## src/rtl/hazard_unit.sv

```systemverilog
// Hazard detection and front-end control for the 5-stage pipeline.
// Covers the hazards that forwarding cannot resolve: load-use, and branch
// operands still in flight. It also sequences the multi-cycle mul/div unit
// and keeps saturating stall and flush statistics.
module hazard_unit #(
  parameter int CNT_W      = 16,
  parameter int MD_MAX_CYC = 64
) (
  input  logic             clk,
  input  logic             rst,
  input  logic [4:0]       IFID_Rs,
  input  logic [4:0]       IFID_Rt,
  input  logic             ID_UsesRt,
  input  logic             ID_Branch,
  input  logic             ID_BranchTaken,
  input  logic             ID_IsMD,
  input  logic             IDEX_MemRd,
  input  logic             IDEX_RegWr,
  input  logic [4:0]       IDEX_Rd,
  input  logic             EXMEM_MemRd,
  input  logic [4:0]       EXMEM_Rd,
  input  logic             MD_Done,
  output logic             PCWrite,
  output logic             IFIDWrite,
  output logic             IDEX_Bubble,
  output logic             IFID_Flush,
  output logic             MD_Start,
  output logic             MD_Busy,
  output logic             MD_Timeout,
  output logic [CNT_W-1:0] StallCnt,
  output logic [CNT_W-1:0] FlushCnt
);
  localparam int TW = $clog2(MD_MAX_CYC + 1);

  typedef enum logic {RUN, MD_WAIT} state_t;

  state_t           state_q, state_d;
  logic [TW-1:0]    tcnt_q, tcnt_d;
  logic             to_q, to_d;
  logic [CNT_W-1:0] scnt_q, fcnt_q;

  logic m_ex, m_mem, lu, br_ex, br_mem, stall;

  // Register r is an operand of the ID instruction ($0 never creates a hazard).
  assign m_ex   = (IDEX_Rd != 5'd0) &&
                  (IDEX_Rd == IFID_Rs || (ID_UsesRt && IDEX_Rd == IFID_Rt));
  assign m_mem  = (EXMEM_Rd != 5'd0) &&
                  (EXMEM_Rd == IFID_Rs || (ID_UsesRt && EXMEM_Rd == IFID_Rt));
  assign lu     = IDEX_MemRd && m_ex;
  assign br_ex  = ID_Branch && IDEX_RegWr && m_ex;
  assign br_mem = ID_Branch && EXMEM_MemRd && m_mem;
  assign stall  = lu | br_ex | br_mem;

  // Next-state and Mealy control outputs; reset forces the idle output set.
  always_comb begin
    state_d     = state_q;
    tcnt_d      = tcnt_q;
    to_d        = to_q;
    PCWrite     = 1'b1;
    IFIDWrite   = 1'b1;
    IDEX_Bubble = 1'b0;
    IFID_Flush  = 1'b0;
    MD_Start    = 1'b0;
    MD_Busy     = 1'b0;
    if (!rst) begin
      case (state_q)
        RUN: begin
          if (stall) begin
            // Branch not resolved yet, so no flush while stalled.
            PCWrite     = 1'b0;
            IFIDWrite   = 1'b0;
            IDEX_Bubble = 1'b1;
          end else begin
            if (ID_Branch && ID_BranchTaken) IFID_Flush = 1'b1;
            if (ID_IsMD) begin
              MD_Start = 1'b1;
              tcnt_d   = '0;
              state_d  = MD_WAIT;
            end
          end
        end
        MD_WAIT: begin
          MD_Busy = 1'b1;
          if (MD_Done) begin
            // Release in the Done cycle itself.
            state_d = RUN;
          end else begin
            PCWrite     = 1'b0;
            IFIDWrite   = 1'b0;
            IDEX_Bubble = 1'b1;
            if (tcnt_q == TW'(MD_MAX_CYC - 1)) begin
              to_d    = 1'b1;
              state_d = RUN;
            end else begin
              tcnt_d = tcnt_q + TW'(1);
            end
          end
        end
        default: state_d = RUN;
      endcase
    end
  end

  // State, timeout tracking and saturating statistics.
  always_ff @(posedge clk) begin
    if (rst) begin
      state_q <= RUN;
      tcnt_q  <= '0;
      to_q    <= 1'b0;
      scnt_q  <= '0;
      fcnt_q  <= '0;
    end else begin
      state_q <= state_d;
      tcnt_q  <= tcnt_d;
      to_q    <= to_d;
      if (IDEX_Bubble && scnt_q != '1) scnt_q <= scnt_q + CNT_W'(1);
      if (IFID_Flush && fcnt_q != '1)  fcnt_q <= fcnt_q + CNT_W'(1);
    end
  end

  assign MD_Timeout = to_q & ~rst;
  assign StallCnt   = rst ? '0 : scnt_q;
  assign FlushCnt   = rst ? '0 : fcnt_q;
endmodule

```

## config.mk

```make
export PLATFORM = sky130hd
export DESIGN_NAME = hazard_unit
export DESIGN_NICKNAME = d
export VERILOG_FILES = /design/src/rtl/hazard_unit.sv
export SDC_FILE = /design/constraint.sdc
export NUM_CORES = 1
export LEC_CHECK = 0
export CAP_MARGIN = 20
export CORE_ASPECT_RATIO = 0.6
export CORE_MARGIN = 3
export CORE_UTILIZATION = 50
export CTS_CLUSTER_DIAMETER = 30
export DETAILED_ROUTE_END_ITERATION = 12
export PLACE_DENSITY = 0.83
export SLEW_MARGIN = 0
export SYNTH_ARGS = -nofsm -noshare
export SYNTH_HDL_FRONTEND = slang
export SYNTH_SLANG_ARGS = --single-unit
export TNS_END_PERCENT = 100
```

## constraint.sdc

```tcl
create_clock -name clk -period 6.8 [get_ports clk]
set_input_delay 1.36 -clock clk [delete_from_list [all_inputs] [get_ports clk]]
set_output_delay 1.36 -clock clk [all_outputs]
set_load 0.02 [all_outputs]
```

==> flow_summary_export.csv <==
group,metric,value,unit
grt,gr-total-overflow,0,
logic_synthesis,synth_top_area_share,34.2,%
logic_synthesis,synth_area,2400,um^2
power_and_ir_drop,power_density,163,nW/um^2
clocking,clkSlewWorstSetupHoldPaths,0.08,ns
status,status,"finished, final reports clean",
routing,highest_layer,"met4",
clocking,cts_setup_buffers,0,
clocking,numCtsBuffers,5,
logic_synthesis,synth_warnings,0,
logic_synthesis,yosys-top-cells-area,"dfxtp_1 (34%), xnor2_1 (8.4%), mux2_2 (7.0%)",
critical_path,reg2reg_to,"scnt_q[13]",
grt,grt_first_pass_wirelength,9.94,mm
logic_synthesis,yosys.area_share.xor_xnor,8.76,%
floorplan,ios,69,
clocking,cts_resized,0,
floorplan,start_util,55.2,%
clocking,clk_latency,0.29,ns
sta,slew_viol_final,0,
floorplan,fp.dieH,59.7,um
critical_path,critPathCapture,"MD_Start",
sta,period_share,77.7,%
logic_synthesis,synth_cell_type_count,40,
sta,fin_crit,5.28,ns
routing,drt_iter0_markers,136,
cells_and_area,antennaDiodeCount,0,
routing,vias,2294,
sta,worst_pin_slew,0.969,ns
floorplan,core_area,4350,um^2
sta,holdWs,0.498,ns
logic_synthesis,syn_area_per_cell,7.89,um^2
critical_path,critPathKind,"primary input to output port",
critical_path,cp.arrival,3.92,ns
cells_and_area,postLayoutCoreUtil,74.6,%
sta,fmax,189,MHz
routing,drtAntennaViolNets,0,
grt,track_usage,22.6,%
logic_synthesis,yosysSeqAreaShare,34.2,%
logic_synthesis,synthesis.nets,337,
placed_design,portBuffers,68,
cells_and_area,nets,402,
cells_and_area,multi_input_area,1480,um^2
cells_and_area,area_growth,35.0,%
grt,grt_max_degree,73,
logic_synthesis,synth-edff-count,0,
routing,via_per_inst,5.33,
sta,hold_viol_final,0,
placed_design,place_area,3100,um^2
cells_and_area,design_area,3240,um^2
grt,antenna_found_initial,0,
clocking,cts.sinks,41,
placed_design,globalplace.congestion,0.937,
logic_synthesis,synth_seq_cells,41,
logic_synthesis,async_flop_share,0,%
clocking,cts.hold.buffers_added,0,
clocking,clk_path_buf_depth,2,
flow_run,cap_violations,0,
power_and_ir_drop,leakage,1.19,nW
hold_path,hold_path_depth,2,
grt,grt_pass1_vias,2011,
cells_and_area,register_area,821,um^2
sta,clock_skew,0.00363,ns
power_and_ir_drop,peakVddDrop,0.106,mV
cells_and_area,layout-drive-gt1-share,8.92,%
logic_synthesis,synth_top_family_by_area,"simple AND/OR/NAND/NOR gates",
routing,dr.pass1.iters,4,
hold_path,hp-class,"flip-flop to flip-flop",
critical_path,worstSetupStartpoint,"EXMEM_Rd[0]",
critical_path,critical_path_required,5.44,ns
logic_synthesis,yosys.area.top_type,"dfxtp_1",
routing,wl,6.33,mm
logic_synthesis,syn_inst,304,
placed_design,dp_hpwl,4.70,mm
routing,wl_per_cell,14.7,um
logic_synthesis,synth_fa_ha_area_share,1.56,%
critical_path,end_kind,"output port",
clocking,cts_tree,"yes",
floorplan,rows,18,
clocking,clockRootBuffer,"clkbuf_8",
critical_path,worstRegToRegCells,7,
sta,relSlewSlack,34.5,%
critical_path,cp_max_fo,12,
clocking,cts_max_level,2,
routing,met3_length,298,um
logic_synthesis,synthSimpleGateAreaFrac,34.7,%
critical_path,timing.rr.start,"scnt_q[6]",
routing,drt-met1-wl,3.26,mm
sta,tns,0,ns
sta,rsz0062_at_grt,"no",
routing,drcViolationCount,0,
cells_and_area,nFillCells,336,
routing,wl_met2,2.74,mm
logic_synthesis,synth_compound_area_share,8.55,%
floorplan,die-area,5690,um^2
floorplan,die_w,95.4,um
critical_path,cp-start-kind,"primary input",
logic_synthesis,ys.flop_type,"dfxtp_1",
logic_synthesis,muxShareOfSynthArea,7.92,%
critical_path,rrSetupSlack,4.21,ns
sta,setup_viol,0,
-- report_power, final --
group | internal [mW] | switching [mW]
Sequential | 0.242 | 0.00330
Clock | 0.120 | 0.0858
Combinational | 0.0378 | 0.0388
-- layout make-up --
type / count / share of cell area [%]
Multi-Input combinational cell: 238 / 45.6
Sequential cell: 41 / 25.3
Timing Repair Buffer: 70 / 21.7
Clock buffer: 7 / 2.66
Tap cell: 60 / 2.32
Inverter: 13 / 1.51
Clock inverter: 1 / 0.927
-- per-layer routing --
metal | track usage [%] | up-vias
li1 | - | 1171
met1 | 34.8 | 1056
met2 | 32.5 | 62
met3 | 4.91 | 5
met4 | 4.25 | 0
met5 | 0 | -
-- metrics by stage --
step                cells  power (mW)  setup slack (ns)
floorplan             304       0.291              2.45
global placement      421       0.324              1.56
detailed placement    421       0.325              1.52
CTS                   429       0.528              1.52
global route          430       0.547              1.38
finish                430       0.528              1.52
-- registers in the layout, summed over array words and instances (netlist names) --
register,count
fcnt_q,16
to_q,1
scnt_q,16
state_q,1
tcnt_q,7
-- cell usage after synthesis, types with 4 or more instances --
cell      number
nor2b_1       25
nand3_1       18
a21oi_1       10
dfxtp_1       41
nand2b_1       4
nand4_1        5
mux2_2        15
and3_1         5
or3_1          4
nor3_1         8
nand2_1       35
o21ai_0       12
nor2_1        37
or4_1          7
xnor2_1       23
inv_1         13
clkbuf_1       7
-- logic make-up after synthesis --
| kind of cell | count (synthesis) |
|---|---|
| simple gates | 160 |
| buf+inv | 25 |
| xor+xnor | 24 |
| mux | 17 |
| fa+ha+maj | 3 |
| compound gates | 34 |
| flops | 41 |
-- cell usage in the layout, fill, tap and decap left out, types with 2 or more instances in the layout --
cell type	instances
ha_1	3
nor2_1	37
a21o_1	3
a21oi_1	10
and3_1	5
and4_1	2
inv_1	13
dfxtp_1	41
clkdlybuf4s50_1	67
o21ai_0	12
clkbuf_8	6
o22ai_1	3
nand2_1	35
nor3_1	8
a31oi_1	2
or4_1	7
or2_2	3
xnor2_1	23
or3_1	4
mux2_2	15
nand2b_1	4
nand3_1	18
nor2b_1	25
nand4_1	5
-- how the worst min path moves through the flow --
stage / slack (ns) / endpoint / from
final: 0.50 / tcnt_q[6] / tcnt_q[6]
after global routing: 0.49 / tcnt_q[6] / tcnt_q[6]
after CTS: 0.50 / tcnt_q[6] / tcnt_q[6]
after detailed placement: 0.45 / tcnt_q[6] / tcnt_q[6]
after global placement: 0.44 / tcnt_q[6] / tcnt_q[6]
after floorplan: 0.43 / tcnt_q[6] / tcnt_q[6]
-- critical path: stages --
cell and delay, ns:
clkdlybuf4s50_1 0.47, or3_1 0.41, o311a_1 0.31, a221oi_2 0.26
buf_4 0.23, nand2_1 0.16, nor2_1 0.11, clkdlybuf4s50_1 0.61
(Power assumes the default switching activity.)
